--- src/rtl/remove_header.sv ---
// ---------------------------------------------------------------------------
// remove_header
//
// Receive-side header stripper. The first beat of every packet carries a
// HDR_BYTES-byte header in byte lanes 0..HDR_BYTES-1. That header is emitted
// on the meta channel. The rest of the packet is shifted down by HDR_BYTES
// bytes and emitted on the output stream.
//
// Handshake semantics (all three channels): a transfer happens on a rising
// clock edge where valid && ready. Once valid is high it stays high, with
// stable bits, until the transfer happens. Ready may depend combinationally
// on the consumer's ready, but never on the producer's valid.
//
// Ports
//   clock, reset              rising-edge clock, asynchronous active-high reset
//   io_in_data_*              input packet stream (data/keep/last)
//   io_out_meta_*             extracted header, one per packet
//   io_out_data_*             re-aligned payload stream (data/keep/last)
//   debug_state               current FSM state (0 FIRST, 1 MID, 2 FLUSH)
// ---------------------------------------------------------------------------
module remove_header #(
    parameter int DATA_BYTES = 64,
    parameter int HDR_BYTES  = 4
) (
    input  logic                    clock,
    input  logic                    reset,

    input  logic                    io_in_data_valid,
    output logic                    io_in_data_ready,
    input  logic [8*DATA_BYTES-1:0] io_in_data_bits_data,
    input  logic [DATA_BYTES-1:0]   io_in_data_bits_keep,
    input  logic                    io_in_data_bits_last,

    output logic                    io_out_meta_valid,
    input  logic                    io_out_meta_ready,
    output logic [8*HDR_BYTES-1:0]  io_out_meta_bits,

    output logic                    io_out_data_valid,
    input  logic                    io_out_data_ready,
    output logic [8*DATA_BYTES-1:0] io_out_data_bits_data,
    output logic [DATA_BYTES-1:0]   io_out_data_bits_keep,
    output logic                    io_out_data_bits_last,

    output logic [1:0]              debug_state
);

    localparam int W  = 8 * DATA_BYTES;        // beat data width
    localparam int KW = DATA_BYTES;            // beat keep width
    localparam int HW = 8 * HDR_BYTES;         // header width
    localparam int RW = W - HW;                // residual data width
    localparam int RK = DATA_BYTES - HDR_BYTES; // residual keep width

    typedef enum logic [1:0] {
        ST_FIRST = 2'd0,
        ST_MID   = 2'd1,
        ST_FLUSH = 2'd2
    } state_t;

    state_t state;
    state_t state_next;

    // Residual: upper bytes of the previous input beat, waiting to be merged
    // with the low bytes of the next one.
    logic [RW-1:0] res_data;
    logic [RK-1:0] res_keep;

    // Slot availability: a 1-entry slot can take a new item if it is empty
    // or is being drained in this same cycle.
    logic data_free;
    logic meta_free;
    logic in_fire;
    logic in_tail_empty;

    // Decoded actions for this cycle (output-comb process).
    logic          load_out;
    logic          load_res;
    logic          load_meta;
    logic [W-1:0]  out_data_next;
    logic [KW-1:0] out_keep_next;
    logic          out_last_next;

    assign data_free = !io_out_data_valid || io_out_data_ready;
    assign meta_free = !io_out_meta_valid || io_out_meta_ready;

    // The meta slot only gates the first beat of a packet; once the header
    // has been captured the payload flows regardless of meta backpressure.
    assign io_in_data_ready = !reset
                              && (state != ST_FLUSH)
                              && data_free
                              && ((state != ST_FIRST) || meta_free);

    assign in_fire       = io_in_data_valid && io_in_data_ready;
    assign in_tail_empty = (io_in_data_bits_keep[KW-1:HDR_BYTES] == '0);

    assign debug_state = state;

    // -----------------------------------------------------------------------
    // FSM: state register
    // -----------------------------------------------------------------------
    always_ff @(posedge clock or posedge reset) begin
        if (reset) begin
            state <= ST_FIRST;
        end else begin
            state <= state_next;
        end
    end

    // -----------------------------------------------------------------------
    // FSM: next-state logic
    // -----------------------------------------------------------------------
    always_comb begin
        state_next = state;
        case (state)
            ST_FIRST: begin
                if (in_fire && !io_in_data_bits_last) begin
                    state_next = ST_MID;
                end
            end
            ST_MID: begin
                if (in_fire && io_in_data_bits_last) begin
                    // Upper bytes still populated means the shifted packet
                    // spills into one more output beat.
                    state_next = in_tail_empty ? ST_FIRST : ST_FLUSH;
                end
            end
            ST_FLUSH: begin
                if (data_free) begin
                    state_next = ST_FIRST;
                end
            end
            default: state_next = ST_FIRST;
        endcase
    end

    // -----------------------------------------------------------------------
    // FSM: output decode (what to load into the slots / residual)
    // -----------------------------------------------------------------------
    always_comb begin
        load_out      = 1'b0;
        load_res      = 1'b0;
        load_meta     = 1'b0;
        out_data_next = '0;
        out_keep_next = '0;
        out_last_next = 1'b0;
        case (state)
            ST_FIRST: begin
                if (in_fire) begin
                    load_meta = 1'b1;
                    if (io_in_data_bits_last) begin
                        // Single-beat packet: shifted payload goes straight
                        // out. A header-only packet still yields one beat,
                        // with keep all zero.
                        load_out      = 1'b1;
                        out_data_next = {{HW{1'b0}}, io_in_data_bits_data[W-1:HW]};
                        out_keep_next = {{HDR_BYTES{1'b0}}, io_in_data_bits_keep[KW-1:HDR_BYTES]};
                        out_last_next = 1'b1;
                    end else begin
                        load_res = 1'b1;
                    end
                end
            end
            ST_MID: begin
                if (in_fire) begin
                    load_out      = 1'b1;
                    load_res      = 1'b1;
                    out_data_next = {io_in_data_bits_data[HW-1:0], res_data};
                    out_keep_next = {io_in_data_bits_keep[HDR_BYTES-1:0], res_keep};
                    out_last_next = io_in_data_bits_last && in_tail_empty;
                end
            end
            ST_FLUSH: begin
                if (data_free) begin
                    load_out      = 1'b1;
                    out_data_next = {{HW{1'b0}}, res_data};
                    out_keep_next = {{HDR_BYTES{1'b0}}, res_keep};
                    out_last_next = 1'b1;
                end
            end
            default: begin
                load_out = 1'b0;
            end
        endcase
    end

    // -----------------------------------------------------------------------
    // Residual register
    // -----------------------------------------------------------------------
    always_ff @(posedge clock or posedge reset) begin
        if (reset) begin
            res_data <= '0;
            res_keep <= '0;
        end else if (load_res) begin
            res_data <= io_in_data_bits_data[W-1:HW];
            res_keep <= io_in_data_bits_keep[KW-1:HDR_BYTES];
        end
    end

    // -----------------------------------------------------------------------
    // Output data slot
    // -----------------------------------------------------------------------
    always_ff @(posedge clock or posedge reset) begin
        if (reset) begin
            io_out_data_valid     <= 1'b0;
            io_out_data_bits_data <= '0;
            io_out_data_bits_keep <= '0;
            io_out_data_bits_last <= 1'b0;
        end else if (load_out) begin
            io_out_data_valid     <= 1'b1;
            io_out_data_bits_data <= out_data_next;
            io_out_data_bits_keep <= out_keep_next;
            io_out_data_bits_last <= out_last_next;
        end else if (io_out_data_ready) begin
            io_out_data_valid <= 1'b0;
        end
    end

    // -----------------------------------------------------------------------
    // Meta slot
    // -----------------------------------------------------------------------
    always_ff @(posedge clock or posedge reset) begin
        if (reset) begin
            io_out_meta_valid <= 1'b0;
            io_out_meta_bits  <= '0;
        end else if (load_meta) begin
            io_out_meta_valid <= 1'b1;
            io_out_meta_bits  <= io_in_data_bits_data[HW-1:0];
        end else if (io_out_meta_ready) begin
            io_out_meta_valid <= 1'b0;
        end
    end

endmodule

--- config.mk ---
export PLATFORM = sky130hd
export DESIGN_NAME = remove_header
export DESIGN_NICKNAME = d
export VERILOG_FILES = /design/src/rtl/remove_header.sv
export SDC_FILE = /design/constraint.sdc
export NUM_CORES = 2
export LEC_CHECK = 0
export CORE_AREA = 2 2 462 464
export CTS_CLUSTER_SIZE = 10
export DETAILED_ROUTE_END_ITERATION = 10
export DIE_AREA = 0 0 464 466
export GPL_ROUTABILITY_DRIVEN = 0
export HOLD_SLACK_MARGIN = 0.03
export PLACE_DENSITY = 0.47
export SYNTH_ARGS = -nofsm -noshare
export SYNTH_HDL_FRONTEND = slang
export SYNTH_SLANG_ARGS = --single-unit
--- constraint.sdc ---
create_clock -name clock -period 100.9 [get_ports clock]
set_input_delay 10.09 -clock clock [delete_from_list [all_inputs] [get_ports clock]]
set_output_delay 10.09 -clock clock [all_outputs]
set_load 0.02 [all_outputs]
**Word-level counts from Yosys, hierarchy flattened**

Index checks and enable logic that the tools add are counted.

- Bits in registers: 1153
- Word-level logic and storage cells: 65
- Input bits: 582
- Memories: 0
- Bits in latches: 0
- Bits in writable memories: 0
- Memory bits (read-only): 0
- Output and inout bits: 614

- Shift operators: 0
- Div/mod/pow operators: 0
- Eq/ne operators: 6
- Magnitude comparators: 0
- Reduce and logical (&&, ||, !) cells: 20
- $mul: 0
- Mux-type cells: 30
- Bitwise gates (word level): 0
- $add $sub $neg: 0

Operators with widths:

| cell | number |
|---|---|
| 512-bit one-hot mux with 3 select lines | 1 |
| 480-bit 2-to-1 mux | 3 |
| 512-bit 2-to-1 mux | 1 |
| 64-bit one-hot mux with 3 select lines | 1 |
| 60-bit 2-to-1 mux | 3 |
| 64-bit 2-to-1 mux | 1 |
| 60-bit zero test | 1 |
| 1-bit 2-to-1 mux | 12 |
| 2-bit 2-to-1 mux | 4 |
| 2-bit != test (second input constant) | 4 |
| 1-bit logical AND | 7 |
| 1-bit one-hot mux with 3 select lines | 2 |
| 2-bit one-hot mux with 3 select lines | 1 |
| 2-bit nonzero test | 3 |
| 1-bit zero test | 4 |
| 1-bit logical OR | 3 |
| 3-bit AND reduction | 1 |
| 2-bit by 1-bit equality test with 1-bit output (second input constant) | 1 |
| 2-bit equality test (second input constant) | 1 |
| 2-bit zero test | 1 |
| 1-bit one-hot mux with 2 select lines | 1 |

**Longest topological paths before layout**

- Depth in word-level cells: 8
- Gate-level depth with buffers: 7
- Depth with buffers taken out: 4

**Worst setup path after synthesis**

OpenSTA, ideal clock, no wires.

- Path kind: input -> output
- Start point: input reset
- End point: output io_in_data_ready
- Data required time: 90.810 ns
- Arrival: 36.494 ns
- Cell stages on the path: 2
- Buffers on the path: 0
- Path slack: 54.316 ns
- Cell sequence: inv_1 -> and3_1

- Word-level cells in the longest chain between the ends: 4

RTL lines:

| element | RTL line | RTL |
|---|---|---|
| start: declaration | 26 | `input logic reset,` |
| 1-bit zero test (no line) | -- |  |
| 1-bit logical AND | 88 | `&& (state != ST_FLUSH)` |
| 1-bit logical AND | 89 | `&& data_free` |
| 1-bit logical AND | 90 | `&& ((state != ST_FIRST) \|\| meta_free);` |
| end: declaration | 29 | `output logic io_in_data_ready,` |

Every way passes these cells.

**Final worst setup path**

Ends and elaborated chain as after synthesis.

==> key figures <==
Status
  – Status: finished clean

STA
  – Final Max Tran Viols: 0
  – Setup TNS Final: 0 ns
  – # setup viols final: 0
  – Final period util: 0.221
  – Worst Clk Skew: between 0.03 and 0.04 ns
  – Slew @ Worst Pin: between 1 and 1.5 ns
  – RSZ-0062 raised after global routing: no
  – Slew HR: 0.301
  – Hold slack: 0.492 ns
  – Fmax: about 45 MHz
  – Fin crit period: 22.34 ns
  – Hold Vio Cnt, Final: 0

Power
  – Power Dens Cells: 31.6 nW/um^2
  – Maximum vdd drop: about 17 uV
  – Leakage power: 27.0 nW

Logic synthesis
  – Simple-gate portion of the synthesized area: 0.0790
  – Post-Syn Area: 45900 um^2
  – Mean Syn Cell Area: 14.6 um^2
  – Complex-gate fraction of the synthesized area: 0.126
  – XOR/XNOR share of the synthesized area: 0
  – Distinct cells, synth: 29
  – Seq/Total Area, Yosys: 0.629
  – Syn_nets: 3724
  – Ys Warns: 0
  – Post-synthesis mux area share: 0.140
  – Largest family of logic cells by synthesized area: multiplexers
  – Synth Register Bits: 1153
  – Cell count after synthesis: about 3.1k
  – Area share of fa/ha/maj cells after synthesis: 0

Setup path
  – Crit. End Element: output pin
  – Critical R2R Launch: io_out_data_valid$_DFFE_PP0P_
  – Worst path slowest cell: clkdlybuf4s50_1
  – Worst Setup EP: io_in_data_ready
  – End of the worst register-to-register path: res_data[151]$_DFFE_PP0P_
  – Worst Path Required: slightly above 90 ns
  – Critical path's largest stage delay: roughly 0.66 ns
  – Stages on worst setup path: 4
  – CP top delay family: buffers and inverters
  – Critical Path Start Type: primary input
  – CP most frequent cell: clkdlybuf4s50_1
  – CP max FO: 89
  – FF-to-FF path depth: 9
  – Arrival @ worst endpoint: 12.25 ns
  – Buf/Inv on CP: 3
  – Critical path startpoint: reset
  – Crit path kind: primary input to output pin
  – Flop-to-flop setup slack: ~95 ns
  – Worst-path cell chain: clkdlybuf4s50_1 -> inv_8 -> and3_1 -> clkdlybuf4s50_1

Global route
  – Largest net degree at the start of global routing: 174
  – First-pass GRT wire length: 262000 um
  – Total track usage: 0.164
  – Number of global-route vias before repair: ~34k
  – Initial antenna violation count: 50
  – Residual overflow from global routing: 0

Detailed routing
  – Total Wirelength: 183000 um
  – Detailed-router iteration count before antenna repair: 5
  – DRT iter0 DRCs: a little over 2k
  – Drc violations: 0
  – ANT nets after route: 0
  – DR vias: 32.5k
  – Mean routed wirelength per cell: 25.4 um
  – Vias per inst: 4.51

Die
  – Starting density of the core: 0.217
  – I/O pin cnt: 1196
  – Core area: 211000 um^2
  – Die Ht: 466 um
  – Site Rows: 169
  – Die X: 464 um
  – Die ar.: 216000 um^2

Clock tree
  – Total CTS buffers: 144
  – Max Root-Sink Buffers: 3
  – Hold-fix buffers, CTS: 0
  – Post-CTS Setup Inserts: 0
  – Clock-pin slew on the worst setup and hold paths: approximately 0.050 ns
  – H-tree Lvls: 4
  – CTS tree: yes
  – Clock latency on the worst-skew pair: roughly 0.8 ns
  – Root buffer cell: clkbuf_16
  – Resized cells post-CTS: 0
  – Sink Count: 1153

Placement
  – Port bufs: 1195
  – DPL Wire Length: 129000 um

Layout
  – Share of cells above drive strength 1: 0.186
  – Most common cell after layout, fill and taps aside: clkdlybuf4s50_1
  – Area Growth Syn to Fin: 42.0%
  – Nets: between 4k and 5k
  – Fill cells: 21.1k
  – Most frequent cells in the layout: clkdlybuf4s50_1, dfrtp_1, mux2_2, and2_1, a221o_1

Run
  – Max Cap Viol: 0

Hold path
  – Hold Crit Class: register to register
==> per-layer routing <==
| layer | global-route usage | share of wire | routed length (um) | vias to the layer above |
|---|---|---|---|---|
| li1 | - | - | - | 14100 |
| met1 | 0.200 | 0.41 | 75100 | 17000 |
| met2 | 0.265 | 0.47 | 86100 | 1109 |
| met3 | 0.0738 | 0.097 | 17600 | 242 |
| met4 | 0.0378 | 0.019 | 3560 | 38 |
| met5 | 0 | 0.0013 | 236 | - |
==> cell families (layout without fill, tap and decap cells) <==
group	after synthesis	after routing
simple gates	581	581
compound gates	585	585
mux	572	572
other cells	0	18
flops	1153	1153
buf+inv	251	1468
==> how the worst min path moves through the flow <==
| stage | endpoint | cells after the start | startpoint | slack, ns |
|---|---|---|---|---|
| floorplan | res_data[0]$_DFFE_PP0P_ | 1 | res_data[0]$_DFFE_PP0P_ | 0.47 |
| global placement | res_data[38]$_DFFE_PP0P_ | 1 | res_data[38]$_DFFE_PP0P_ | 0.48 |
| detailed placement | res_data[260]$_DFFE_PP0P_ | 1 | res_data[260]$_DFFE_PP0P_ | 0.48 |
| CTS | res_data[260]$_DFFE_PP0P_ | 1 | res_data[260]$_DFFE_PP0P_ | 0.50 |
| global route | res_data[133]$_DFFE_PP0P_ | 1 | res_data[133]$_DFFE_PP0P_ | 0.50 |
| finish | res_data[73]$_DFFE_PP0P_ | 1 | res_data[73]$_DFFE_PP0P_ | 0.49 |
==> synth_stat cells, drive strengths merged <==
cell type	instances	area, um^2
and3	2	12.5
clkbuf	85	319
nor4	16	100
or4	1	7.51
nand2	5	18.8
nor2	4	15.0
mux2	572	6440
nor3	1	10.0
buf	164	848
a22o	36	315
a31oi	2	12.5
a31o	1	8.76
o21ai	2	10.0
o211ai	1	7.51
a21oi	2	13.8
and2	540	3380
a221o	540	5410
dfrtp	1153	28900
nand4bb	1	11.3
inv	2	7.51
nand2b	5	31.3
nand3	1	5.00
a211oi	1	7.51
nor2b	2	15.0
nand4	3	18.8
==> where the power goes <==
group	total [mW]	leakage (nW)	internal [mW]	switching (mW)
Sequential	0.788	14.0	0.669	0.119
Clock	0.497	2.14	0.287	0.210
Combinational	0.775	10.9	0.394	0.381
Total	2.06	27.0	1.35	0.710
==> through the flow <==
stage | utilization | instances | instance area (um^2) | power (mW) | setup slack (ns)
floorplan | - | 3142 | 45900 | 1.17 | 54.32
global placement | 0.287 | 6954 | 60700 | 1.57 | 78.46
detailed placement | 0.287 | 6954 | 60700 | 1.58 | 78.48
CTS | 0.308 | 7180 | 65100 | 2.09 | 78.47
global route | 0.308 | 7185 | 65100 | 2.17 | 78.41
finish | 0.308 | 7198 | 65100 | 2.06 | 78.56
==> final cells by class <==
cell class                      count  area [um^2]  share of cell area
Multi-Input combinational cell   1738        15900               0.244
Sequential cell                  1153        28900               0.443
Clock inverter                     22          380             0.00584
Timing Repair Buffer             1240        12400               0.190
Antenna cell                       18         45.0            0.000692
Tap cell                         2821         3530              0.0542
Inverter                            2         15.0            0.000231
Clock buffer                      204         4050              0.0622
==> worst reg2reg max path: stages, from the launching register on <==
cell and delay (ns):
dfrtp_1 0.39, nor2b_2 0.35, nor3_2 0.16, nand2_4 0.69, buf_4 0.72, buf_4 0.78, buf_4 0.77, buf_4 0.87
buf_4 0.93, mux2_2 0.47
==> flip-flops by register name (all words and copies together) (netlist names) <==
register               flops
io_out_data_bits_data    512
res_data                 480
io_out_data_bits_keep     64
res_keep                  60
io_out_meta_bits          32
debug_state                2
io_out_data_bits_last      1
io_out_data_valid          1
io_out_meta_valid          1
Note: power is estimated with default switching activity, not from simulation.
